[src/rtl/adder_tree_arbiter_pkg.sv]
// Shared definitions for the adder-tree arbiter: FSM encoding and datapath widths.
package adder_tree_arbiter_pkg;
  localparam int LANE_W  = 16;
  localparam int VEC_W   = 128;
  localparam int REQ_N   = 4;
  localparam int TIMER_W = 8;

  typedef enum logic [1:0] {
    IDLE  = 2'd0,
    ISSUE = 2'd1,
    WAIT  = 2'd2,
    RESP  = 2'd3
  } state_t;
endpackage

[src/rtl/adder_tree_arbiter_if.sv]
// Requester, engine and response signals of the arbiter, bundled with directional views.
interface adder_tree_arbiter_if;
  import adder_tree_arbiter_pkg::*;

  logic [REQ_N-1:0]       req_valid;
  logic [REQ_N-1:0]       req_ready;
  logic [REQ_N*VEC_W-1:0] req_din;
  logic                   eng_start;
  logic [VEC_W-1:0]       eng_din;
  logic                   eng_done;
  logic [LANE_W-1:0]      eng_dout;
  logic                   resp_valid;
  logic [1:0]             resp_id;
  logic [LANE_W-1:0]      resp_data;
  logic                   resp_err;

  modport slave (
    input  req_valid, req_din, eng_done, eng_dout,
    output req_ready, eng_start, eng_din, resp_valid, resp_id, resp_data, resp_err
  );

  modport master (
    output req_valid, req_din, eng_done, eng_dout,
    input  req_ready, eng_start, eng_din, resp_valid, resp_id, resp_data, resp_err
  );
endinterface

[src/rtl/adder_tree_arbiter_rr_pick4.sv]
// Cyclic priority pick: first set pending bit at or after ptr, wrapping modulo 4.
module rr_pick4 (
  input  logic [3:0] pending,
  input  logic [1:0] ptr,
  output logic       found,
  output logic [1:0] idx
);
  // Scan from the farthest offset down so the nearest hit is the last one written.
  always_comb begin
    found = 1'b0;
    idx   = ptr;
    for (int k = 3; k >= 0; k--) begin
      if (pending[2'(ptr + 2'(k))]) begin
        found = 1'b1;
        idx   = 2'(ptr + 2'(k));
      end
    end
  end
endmodule

[src/rtl/adder_tree_arbiter.sv]
// Round-robin arbiter sharing one adder-tree engine among four requesters, with timeout abort.
module adder_tree_arbiter
  import adder_tree_arbiter_pkg::*;
#(
  parameter int TIMEOUT = 15,
  parameter int NREQ    = 4
) (
  input  logic                clk,
  input  logic                rst,
  adder_tree_arbiter_if.slave bus,
  output logic                busy
);
  state_t             state, state_nxt;
  logic [NREQ-1:0]    pending, accept, clr;
  logic [VEC_W-1:0]   hold [NREQ];
  logic [1:0]         rr_ptr, sel;
  logic [TIMER_W-1:0] timer;
  logic               pick_found;
  logic [1:0]         pick_idx;
  logic               expired;

  assign accept        = bus.req_valid & ~pending;
  assign bus.req_ready = ~pending;
  assign busy          = (state != IDLE);
  assign expired       = (timer == TIMER_W'(TIMEOUT - 1));

  rr_pick4 u_pick (
    .pending (pending),
    .ptr     (rr_ptr),
    .found   (pick_found),
    .idx     (pick_idx)
  );

  // Capture stage: operands are frozen while a request is pending.
  always_ff @(posedge clk or posedge rst) begin
    if (rst) begin
      pending <= '0;
      for (int i = 0; i < NREQ; i++) hold[i] <= '0;
    end else begin
      pending <= (pending & ~clr) | accept;
      for (int i = 0; i < NREQ; i++) begin
        if (accept[i]) hold[i] <= bus.req_din[VEC_W*i +: VEC_W];
      end
    end
  end

  always_ff @(posedge clk or posedge rst) begin
    if (rst) state <= IDLE;
    else     state <= state_nxt;
  end

  always_comb begin
    state_nxt      = state;
    bus.eng_start  = 1'b0;
    bus.eng_din    = '0;
    bus.resp_valid = 1'b0;
    bus.resp_id    = 2'd0;
    clr            = '0;
    case (state)
      IDLE:  if (pick_found) state_nxt = ISSUE;
      ISSUE: begin
        bus.eng_start = 1'b1;
        bus.eng_din   = hold[sel];
        state_nxt     = WAIT;
      end
      WAIT: begin
        bus.eng_din = hold[sel];
        if (bus.eng_done || expired) state_nxt = RESP;
      end
      RESP: begin
        bus.resp_valid = 1'b1;
        bus.resp_id    = sel;
        clr[sel]       = 1'b1;
        state_nxt      = IDLE;
      end
      default: state_nxt = IDLE;
    endcase
  end

  // Engine stage: a done pulse coinciding with expiry takes the normal path.
  always_ff @(posedge clk or posedge rst) begin
    if (rst) begin
      sel           <= 2'd0;
      rr_ptr        <= 2'd0;
      timer         <= '0;
      bus.resp_data <= '0;
      bus.resp_err  <= 1'b0;
    end else begin
      case (state)
        IDLE:  if (pick_found) sel <= pick_idx;
        ISSUE: timer <= '0;
        WAIT: begin
          if (bus.eng_done) begin
            bus.resp_data <= bus.eng_dout;
            bus.resp_err  <= 1'b0;
          end else if (expired) begin
            bus.resp_data <= '0;
            bus.resp_err  <= 1'b1;
          end else begin
            timer <= timer + 1'b1;
          end
        end
        RESP:    rr_ptr <= sel + 2'd1;
        default: ;
      endcase
    end
  end
endmodule

[src/flat_wrapper.sv]
// flat-port wrapper written by rule: the top's interface ports become plain ports
module adder_tree_arbiter_flat import adder_tree_arbiter_pkg::*;
#(
  parameter int TIMEOUT = 15,
  parameter int NREQ    = 4
)
  (clk, rst, busy, bus_req_valid, bus_req_din, bus_eng_done, bus_eng_dout, bus_req_ready, bus_eng_start, bus_eng_din, bus_resp_valid, bus_resp_id, bus_resp_data, bus_resp_err);
  adder_tree_arbiter_if bus_i ();
  input  logic clk;
  input  logic rst;
  output logic busy;
  input wire logic [$bits(bus_i.req_valid)-1:0] bus_req_valid;
  input wire logic [$bits(bus_i.req_din)-1:0] bus_req_din;
  input wire logic [$bits(bus_i.eng_done)-1:0] bus_eng_done;
  input wire logic [$bits(bus_i.eng_dout)-1:0] bus_eng_dout;
  output wire logic [$bits(bus_i.req_ready)-1:0] bus_req_ready;
  output wire logic [$bits(bus_i.eng_start)-1:0] bus_eng_start;
  output wire logic [$bits(bus_i.eng_din)-1:0] bus_eng_din;
  output wire logic [$bits(bus_i.resp_valid)-1:0] bus_resp_valid;
  output wire logic [$bits(bus_i.resp_id)-1:0] bus_resp_id;
  output wire logic [$bits(bus_i.resp_data)-1:0] bus_resp_data;
  output wire logic [$bits(bus_i.resp_err)-1:0] bus_resp_err;
  assign bus_i.req_valid = bus_req_valid;
  assign bus_i.req_din = bus_req_din;
  assign bus_i.eng_done = bus_eng_done;
  assign bus_i.eng_dout = bus_eng_dout;
  assign bus_req_ready = bus_i.req_ready;
  assign bus_eng_start = bus_i.eng_start;
  assign bus_eng_din = bus_i.eng_din;
  assign bus_resp_valid = bus_i.resp_valid;
  assign bus_resp_id = bus_i.resp_id;
  assign bus_resp_data = bus_i.resp_data;
  assign bus_resp_err = bus_i.resp_err;
  adder_tree_arbiter #(.TIMEOUT(TIMEOUT), .NREQ(NREQ)) u_core (.clk(clk), .rst(rst), .bus(bus_i), .busy(busy));
endmodule
[config.mk]
export PLATFORM = sky130hd
export DESIGN_NAME = adder_tree_arbiter_flat
export DESIGN_NICKNAME = d
export VERILOG_FILES = /design/src/rtl/adder_tree_arbiter_pkg.sv /design/src/rtl/adder_tree_arbiter_if.sv /design/src/rtl/adder_tree_arbiter_rr_pick4.sv /design/src/rtl/adder_tree_arbiter.sv /design/src/flat_wrapper.sv
export SDC_FILE = /design/constraint.sdc
export NUM_CORES = 1
export LEC_CHECK = 0
export BUFFER_PORTS_ARGS = -buffer_cell sky130_fd_sc_hd__buf_2
export CORE_AREA = 2 2 272 274
export DETAILED_ROUTE_END_ITERATION = 7
export DIE_AREA = 0 0 274 276
export PLACE_DENSITY = 0.58
export SLEW_MARGIN = 20
export SYNTH_ARGS = -nofsm -noshare
export SYNTH_HDL_FRONTEND = slang
export SYNTH_SLANG_ARGS = --single-unit
export TNS_END_PERCENT = 1
[constraint.sdc]
create_clock -name clk -period 30.3 [get_ports clk]
set_clock_uncertainty 0.1 [all_clocks]
set_input_delay 4.545 -clock clk [delete_from_list [all_inputs] [get_ports clk]]
set_output_delay 4.545 -clock clk [all_outputs]
set_load 0.02 [all_outputs]
After elaboration in Yosys (flattened, before gate mapping)
Cells that the tools add are included.
{"block": "word_totals", "elab_cells": 84, "ff_bits": 547, "output_inout_bits": 154, "input_bits": 535}
{"block": "op_classes", "n_reduce_logical": 11, "bitwise": 6, "mux": 36, "n_addsub": 5, "n_eq_ne": 8, "order_cmp": 7}
{"op": "2-to-1 mux 128 bit", "count": 3}
{"op": "binary-select mux 128 bit (select 2 bit)", "count": 1}
{"op": "2-to-1 mux 16 bit", "count": 2}
{"op": "2-to-1 mux 8 bit", "count": 2}
{"op": "one-hot mux 8 bit (2 select lines)", "count": 1}
{"op": "less-than comparator 2 x 3 -> 1 bit, second input constant", "count": 5}
{"op": "2-to-1 mux 2 bit", "count": 7}
{"op": "2-to-1 mux 1 bit", "count": 13}
{"op": "adder 8 x 1 -> 8 bit, second input constant", "count": 1}
{"op": "bitwise AND 4 bit", "count": 2}
{"op": "binary-select mux 1 bit (select 2 bit)", "count": 4}
{"op": "== test 8 x 4 -> 1 bit, second input constant", "count": 1}
{"op": "NOT 4 bit", "count": 2}
{"op": "one-hot mux 2 bit (4 select lines)", "count": 1}
{"op": "AND reduction 2 bit", "count": 3}
{"op": "nonzero test 2 bit", "count": 3}
{"op": "adder 2 x 1 -> 2 bit, second input constant", "count": 2}
{"op": "adder 2 bit, second input constant", "count": 2}
{"op": "== test 2 bit, second input constant", "count": 2}
{"op": "2-to-1 mux 4 bit", "count": 1}
{"op": "inequality test 2 x 1 -> 1 bit, second input constant", "count": 2}
{"op": "inequality test 2 bit, second input constant", "count": 2}
{"op": "OR 4 bit", "count": 1}
{"op": "greater-or-equal comparator 3 bit, second input constant", "count": 1}
{"op": "9 further kinds", "count": 9}

Longest topological paths before layout
Gate-level depths: netlist of run 1.
{"block": "logic_depth", "ltp_word": 9, "depth_mapped": 8, "mapped_depth_nobuf": 5}

Hierarchy
A second synthesis of run 1 with hierarchy kept.
{"block": "hier_totals", "cells_unflattened": 1540, "area_unflattened_um2": 24531.0}
{"mod": "adder_tree_arbiter", "cells_per_inst": 1524, "n_inst": 1, "seq_area_each_um2": 13688.1, "area_each_um2": 24430.9}
{"mod": "rr_pick4", "cells_per_inst": 16, "n_inst": 1, "seq_area_each_um2": 0.0, "area_each_um2": 100.1}

Least setup slack after synthesis of run 1
Ideal clock, no wire load.
{"block": "synth_timing", "path_kind": "register -> output", "startpoint": "reg u_core.sel[1]", "endpoint": "out bus_eng_din[100]", "path_stages_with_launch": 6, "n_path_buf": 3, "slack_ns": 24.121, "arrival_time_ns": 1.534, "t_required_ns": 25.655, "cell_sequence": "dfrtp_1 buf_2 buf_6 buf_6 mux4_2 and2_1"}
{"block": "synth_via", "elab_chain_len": 5}
{"element": "from (decl)", "line_no": "adder_tree_arbiter.sv:16", "text": "logic [1:0] rr_ptr, sel;"}
{"element": "from (signal assigned)", "line_no": "adder_tree_arbiter.sv:90", "text": "IDLE: if (pick_found) sel <= pick_idx;"}
{"element": "NOT 2 -> 3 bit (implied by the code)", "line_no": "adder_tree_arbiter.sv:63, adder_tree_arbiter.sv:67"}
{"element": "binary-select mux 128 bit (select 2 bit)", "line_no": "adder_tree_arbiter.sv:63, adder_tree_arbiter.sv:67"}
{"element": "2-to-1 mux 128 bit (implied by the code) (2 in a row)", "line_no": "adder_tree_arbiter.sv:63, adder_tree_arbiter.sv:67"}
{"element": "2-to-1 mux 128 bit"}
{"element": "to (decl)", "line_no": "flat_wrapper.sv:18", "text": "output wire logic [$bits(bus_i.eng_din)-1:0] bus_eng_din;"}
Every way passes these cells. The select of a mux whose other input is x is not followed.

Final worst setup path of run 1
{"block": "layout_timing", "startpoint": "reg u_core.sel[1]", "endpoint": "out bus_eng_din[66]"}
The elaborated chain is that of the path after synthesis.

==> metrics, run 1 <==
outcome=finished clean; Post-CTS Repair Setup Buffers=0; drt first pass iters=4; footprint of the multi-input gates=10300 sq um; CTS tree=built; RSZ-0062 raised after global routing=false; WP data required=about 26 ns; Sum Neg Setup Slack=0 ns; Post-Synthesis Cells=1574; CP Capture Type=output port; area of the core=between 70000 and 80000 sq um; Buffers on Ports=between 600 and 700; Die Height=between 200 and 300 microns; # IOs=approximately 690; Post-synth EDFFs=0; slack of the critical path=approximately 22 ns; Max H-tree Level=3; power per cell area=around 120 nW/um^2; Congestion Overflow GR=0; Max Cap Viol=0; largest cells by area after synthesis=dfrtp_1, mux2_2, mux4_2; #FFs+latches synth=around 550; worst hold path class=reg2reg; Final Hold Fails=0; share of Yosys cell area claimed by the top area cell type=0.556; DR top layer=met5; Slew headroom=0.295; Synth top cells by count=dfrtp_1, mux2_2, and2_1; Filler Cell Count=about 6800; clock sink count=547; pre-CTS WS=~22 ns; die area=between 70000 and 80000 sq um; Worst Setup Start Kind=flop; Max Slew Vio Count=0; CTS Buf Count=66; Cell Area, Synth=roughly 25000 sq um; routed wl met2=~38000 microns; area leader, netlist=dfrtp_1; post-CTS sizing=0; ys flop type=dfrtp_1; final WL=~74000 microns; vias in the first global route=18500; first-pass GRT wire length=112000 microns; critical setup path kind=reg2out; initial core utilization=0.339; Synthesis Warnings=0; Antenna Nets Post-Route=0; CP Data Arrival Time=around 3.5 ns; cell leakage power=around 14 nW; initial antenna violation count=52; Metal-1 WL=~28000 microns; Longest Clk Path Bufs=3; fmax=~0.12 GHz; worst skew pair latency=0.57 ns; GPL Wtd Cong=0.844; routed len/inst=between 20 and 25 microns; Root Driver=clkbuf_16; min Tclk post-route=just over 8 ns; initial DRC count=between 700 and 800; final setup vio count=0; clock-pin slew on the worst setup and hold paths=roughly 0.060 ns; count leader, synth=dfrtp_1; asr flop ratio synth=1.00; P&R area growth vs syn=26.6%; met3 routed WL=5240 microns; mean area per synthesized cell=about 16 sq um; syn nets=2119; share of layout cells above drive strength 1=0.638; fin nets=roughly 2800; slew of the pin with the lowest slew margin=between 1 and 1.5 ns; maximum vdd drop=between 0.06 and 0.07 mV; fin crit share=0.269; DRC viols=0; Seq/Total Area, Yosys=0.556; DIE WIDTH=roughly 270 microns; maximum fanout along the worst path=48; number of core rows=slightly below 100; HPWL Detailed=50200 microns; hold buffer count at CTS=0; Unique masters post-synth=44; largest net degree at the start of global routing=166; routed vias/inst=4.95; total track usage=0.194; Via Count=about 16000; total area of sequential cells=roughly 14000 sq um
-- kinds of logic after synthesis --
family	after synthesis	synth area share
mux	643	0.352
compound gates	48	0.0122
fa+ha+maj	10	0.00508
buf+inv	124	0.0265
simple gates	202	0.0481
flops	547	0.556
-- per-stage QoR --
stage                     area (sq um)  hold WS [ns]   util  power, mW  instances
after floorplan                  24600         0.375      -       2.42       1574
after global routing             31200         0.406  0.429       3.90       3274
final                            31200         0.388  0.430       3.69       3279
after detailed placement         28900         0.378  0.398       2.92       3127
after global placement           28900         0.373  0.398       2.88       3127
after CTS                        31100         0.392  0.428       3.74       3247
-- critical path, cell delays in order, from the launching register on --
cell and delay [ns]:
dfrtp_4 1.05, buf_4 0.79, mux4_2 0.59, and2_1 0.20, buf_2 0.16
-- sequential cells by signal, indices dropped and copies added (netlist names) --
register and cells:
u_core.pending 4, u_core.state 2, u_core.rr_ptr 2, u_core.timer 8, u_core.bus.resp_err 1, u_core.bus.resp_data 16
u_core.hold 512, u_core.sel 2
-- where the power goes --
group	switching, mW	internal [mW]
registers	0.230	1.09
logic	0.751	0.811
clock network	0.318	0.483
-- per-layer routing --
metal / vias to the layer above / global-route usage
met4: 36 / 0.0851
met2: 519 / 0.338
met3: 176 / 0.0570
met5: - / 0
met1: 8400 / 0.220
li1: 7107 / -
-- layout by cell type (no fill, tap or decap), types with 2 or more instances in the layout --
cell type / count
nor2_1: 6
nor3_1: 2
dfrtp_4: 2
clkbuf_16: 69
clkbuf_8: 11
nand2_1: 38
nand2b_1: 3
dfrtp_1: 545
clkinv_2: 9
ha_1: 9
inv_1: 13
o21ai_0: 21
or4_1: 2
buf_12: 3
and2_1: 131
o22ai_1: 2
o31ai_1: 2
inv_8: 2
diode_2: 32
or3_1: 3
a21oi_1: 7
a211oi_1: 2
nor2b_4: 3
a31oi_1: 4
clkinv_8: 4
clkbuf_1: 19
bufinv_16: 4
o211ai_1: 2
mux2_2: 514
nor2b_1: 3
buf_4: 13
clkinv_4: 2
buf_2: 688
mux4_2: 128
-- worst paths after layout --
check,from,to,slack (ns),cells after the start
worst max-delay path,u_core.sel[1],bus_eng_din[66],22.15,4
max in group asynchronous,rst,u_core.hold[141],22.94,5
worst min register to register,u_core.bus.resp_err,u_core.bus.resp_err,0.39,1
worst max register to register,u_core.pending[1],u_core.hold[341],27.39,3
worst min-delay path,u_core.bus.resp_err,u_core.bus.resp_err,0.39,1
min in group asynchronous,rst,u_core.hold[466],4.06,2
-- area by class of cell --
class,count,area share
Antenna cell,32,0.00257
Inverter,14,0.00193
Clock inverter,21,0.00855
Timing Repair Buffer,704,0.115
Tap cell,959,0.0385
Multi-Input combinational cell,903,0.331
Clock buffer,99,0.0625
Sequential cell,547,0.439
Power figures use the tool's default switching activity.
==> inputs of run 2 (changes only) <==
--- a/config.mk
+++ b/config.mk
@@ -5,11 +5,12 @@
 export SDC_FILE = /design/constraint.sdc
 export NUM_CORES = 1
 export LEC_CHECK = 0
+export ABC_AREA = 1
 export BUFFER_PORTS_ARGS = -buffer_cell sky130_fd_sc_hd__buf_2
-export CORE_AREA = 2 2 272 274
+export CORE_AREA = 2 2 269 271
 export DETAILED_ROUTE_END_ITERATION = 7
-export DIE_AREA = 0 0 274 276
-export PLACE_DENSITY = 0.58
+export DIE_AREA = 0 0 271 273
+export PLACE_DENSITY = 0.62
 export SLEW_MARGIN = 20
 export SYNTH_ARGS = -nofsm -noshare
 export SYNTH_HDL_FRONTEND = slang
==> constraint.sdc (replaced) <==
create_clock -name clk -period 7.15 [get_ports clk]
set_clock_uncertainty 0.1 [all_clocks]
set_input_delay 1.0725 -clock clk [delete_from_list [all_inputs] [get_ports clk]]
set_output_delay 1.0725 -clock clk [all_outputs]
set_load 0.02 [all_outputs]
==> metrics, run 2 <==
Die Height=273 microns (-1.1%); CP Data Arrival Time=3.25 ns (-0.25 ns); placed cells=3931 (+26%); DRC viols=0 (unchanged); Hold WS=0.369 ns (-0.0194 ns); Switching Share=0.418 (+0.0655); DIE WIDTH=271 microns (-1.1%); Max Slew Vio Count=0 (unchanged); final WL=82700 microns (+12%); cell-internal power=9.24 mW (+290%); power per cell area=507 nW/um^2 (+330%); cell leakage power=15.1 nW (+6.4%); slew of the pin with the lowest slew margin=1.20 ns (+0.143 ns); Flop pwr share=0.343 (-0.016); crit-path cells=inv_4 -> buf_4 -> o21ai_0 -> a21oi_1 -> buf_2; final setup vio count=0 (unchanged); Unique masters post-synth=33 (-25%); fin nets=3589 (+29%); CTS Buf Count=61 (-7.6%); post-CTS sizing=0 (unchanged); count leader, synth=dfrtp_1; min Tclk post-route=4.42 ns; Largest Register=u_core.hold; worst skew pair latency=0.62 ns (+0.05 ns); Clock Power Share=0.207 (-0.010); largest net degree at the start of global routing=210 (+27%); Root Driver=clkbuf_16; WP data required=5.98 ns (-19.68 ns); Slowest-stage cell, CP=dfrtp_4; clock sink count=547 (unchanged); P&R area growth vs syn=24.3%; critical setup path kind=reg2out; most common cell after layout, fill and taps aside=buf_2; Worst Setup Start Kind=flop; Synth top cells by count=dfrtp_1, nor2_1, mux2_2; share of Yosys cell area claimed by the top area cell type=0.544 (-0.0119); area of the core=71000 sq um (-2.2%); Post-synth EDFFs=0 (unchanged); Filler Cell Count=6897 (+1.9%); Slew headroom=0.199 (-0.0955); syn nets=2987 (+41%); area leader, netlist=dfrtp_1; initial core utilization=0.355 (+0.0152); Antenna Nets Post-Route=0 (unchanged); Post-Synthesis Cells=2442 (+55%); hold buffer count at CTS=0 (unchanged); # IOs=689 (unchanged); fmax=~0.23 GHz; Seq/Total Area, Yosys=0.544 (-0.0119); RSZ-0062 raised after global routing=false; Final Hold Fails=0 (unchanged); die area=74000 sq um (-2.2%); max FFs per register=512 (unchanged); mean area per synthesized cell=10.3 sq um (-34%); largest incremental delay on the critical path=0.63 ns (-0.42 ns); CP Capture Type=output port; Longest Clk Path Bufs=3 (unchanged); Buffers on Ports=688 (unchanged); Synthesis Warnings=0 (unchanged); routed len/inst=20.3 microns (-10%); initial DRC count=1548 (+100%); biggest regs=u_core.hold: 512 flops, u_core.bus.resp_data: 16 flops, u_core.timer: 8 flops; slack of the critical path=2.73 ns (-19.43 ns); Post-CTS Repair Setup Buffers=0 (unchanged); worst hold path class=in2async; Net Switching=6.63 mW (+410%); asr flop ratio synth=1.00 (unchanged); maximum vdd drop=0.326 mV (+390%); outcome=finished clean; Via Count=20300 (+25%); number of core rows=98 (-1.0%); pre-CTS WS=3.39 ns (-18.77 ns); fin crit share=0.619; GPL Wtd Cong=0.901 (+6.7%); Post-Layout Cell Count=4074 (+24%); routed vias/inst=4.98 (+0.58%); Cell Area, Synth=25200 sq um (+2.2%); #FFs+latches synth=547 (unchanged); Congestion Overflow GR=0 (unchanged); Logic pwr share=0.450 (+0.026); Sum Neg Setup Slack=0 ns (unchanged); drt first pass iters=5 (+1); largest cells by area after synthesis=dfrtp_1, mux2_2, a21oi_1; maximum fanout along the worst path=64 (+33%); Max Cap Viol=0 (unchanged); ys flop type=dfrtp_1; HPWL Detailed=57200 microns (+14%); most frequent cells in the layout=buf_2, dfrtp_1, nor2_1; Max H-tree Level=2 (-1); CTS tree=built; share of layout cells above drive strength 1=0.392 (-0.245); vias in the first global route=20100 (+8.7%); first-pass GRT wire length=124000 microns (+10%); total track usage=0.216 (+0.0219); initial antenna violation count=44 (-15%); clock-pin slew on the worst setup and hold paths=0.06 ns (about the same)
[run 2: worst paths after layout]
check | from | endpoint | slack [ns] | depth (start not counted)
max reg2reg | u_core.sel[0] | u_core.rr_ptr[1] | 4.42 | 5
min in group clk | u_core.bus.resp_data[8] | u_core.bus.resp_data[8] | 0.39 | 1
max | u_core.sel[0] | bus_eng_din[121] | 2.73 | 5
max in group asynchronous | rst | u_core.hold[139] | 5.32 | 4
min reg2reg | u_core.bus.resp_data[8] | u_core.bus.resp_data[8] | 0.39 | 1
min | rst | u_core.hold[300] | 0.37 | 2
[run 2: logic make-up after synthesis]
family	share of synthesized area
adders and majority gates	0.00497
muxes	0.164
buffers and inverters	0.0663
xor gates and xnor gates	0.00174
DFF	0.544
and+or+nand+nor	0.0832
AOI/OAI and AO/OA	0.136
[run 2: critical path: cells and delay by family (launching register included)]
family          cells  cell delay, ns
compound gates      2            0.39
buf+inv             3            1.44
flops               1            0.63
[run 2: power groups by stage]
stage / combinational [mW] / sequential [mW] / clock (mW)
after floorplan: 5.15 / 5.22 / 0
after global placement: 7.07 / 5.45 / 0
after detailed placement: 7.16 / 5.48 / 0
after CTS: 7.18 / 5.44 / 3.36
after global routing: 7.80 / 5.61 / 3.49
final: 7.14 / 5.45 / 3.28
[run 2: final cells by class]
cell class              count  area [sq um]  share of cell area
clock buffers              92          1840              0.0586
well taps                 950          1190              0.0380
clock inverters            23           267             0.00851
flip-flops and latches    547         13700               0.438
multi-input cells        1549          9850               0.315
diodes                     28          70.1             0.00224
inverters                 172           659              0.0211
repair buffers            713          3730               0.119
[run 2: layer usage]
metal | part of all wire | vias up | wire length [microns] | track usage
met1 | 0.42 | 9940 | 34700 | 0.283
met4 | 0.034 | 24 | 2840 | 0.0880
met3 | 0.063 | 184 | 5240 | 0.0447
met2 | 0.48 | 689 | 39800 | 0.351
met5 | 0.0017 | - | 138 | 0
li1 | - | 9454 | - | -
[run 2: metrics by stage]
step | power, mW | area [sq um] | utilization
6_report | 15.9 | 31300 | 0.441
5_1_grt | 16.9 | 31300 | 0.441
4_1_cts | 16.0 | 31200 | 0.440
3_5_place_dp | 12.6 | 29100 | 0.410
3_3_place_gp | 12.5 | 29100 | 0.410
2_1_floorplan | 10.4 | 25200 | -
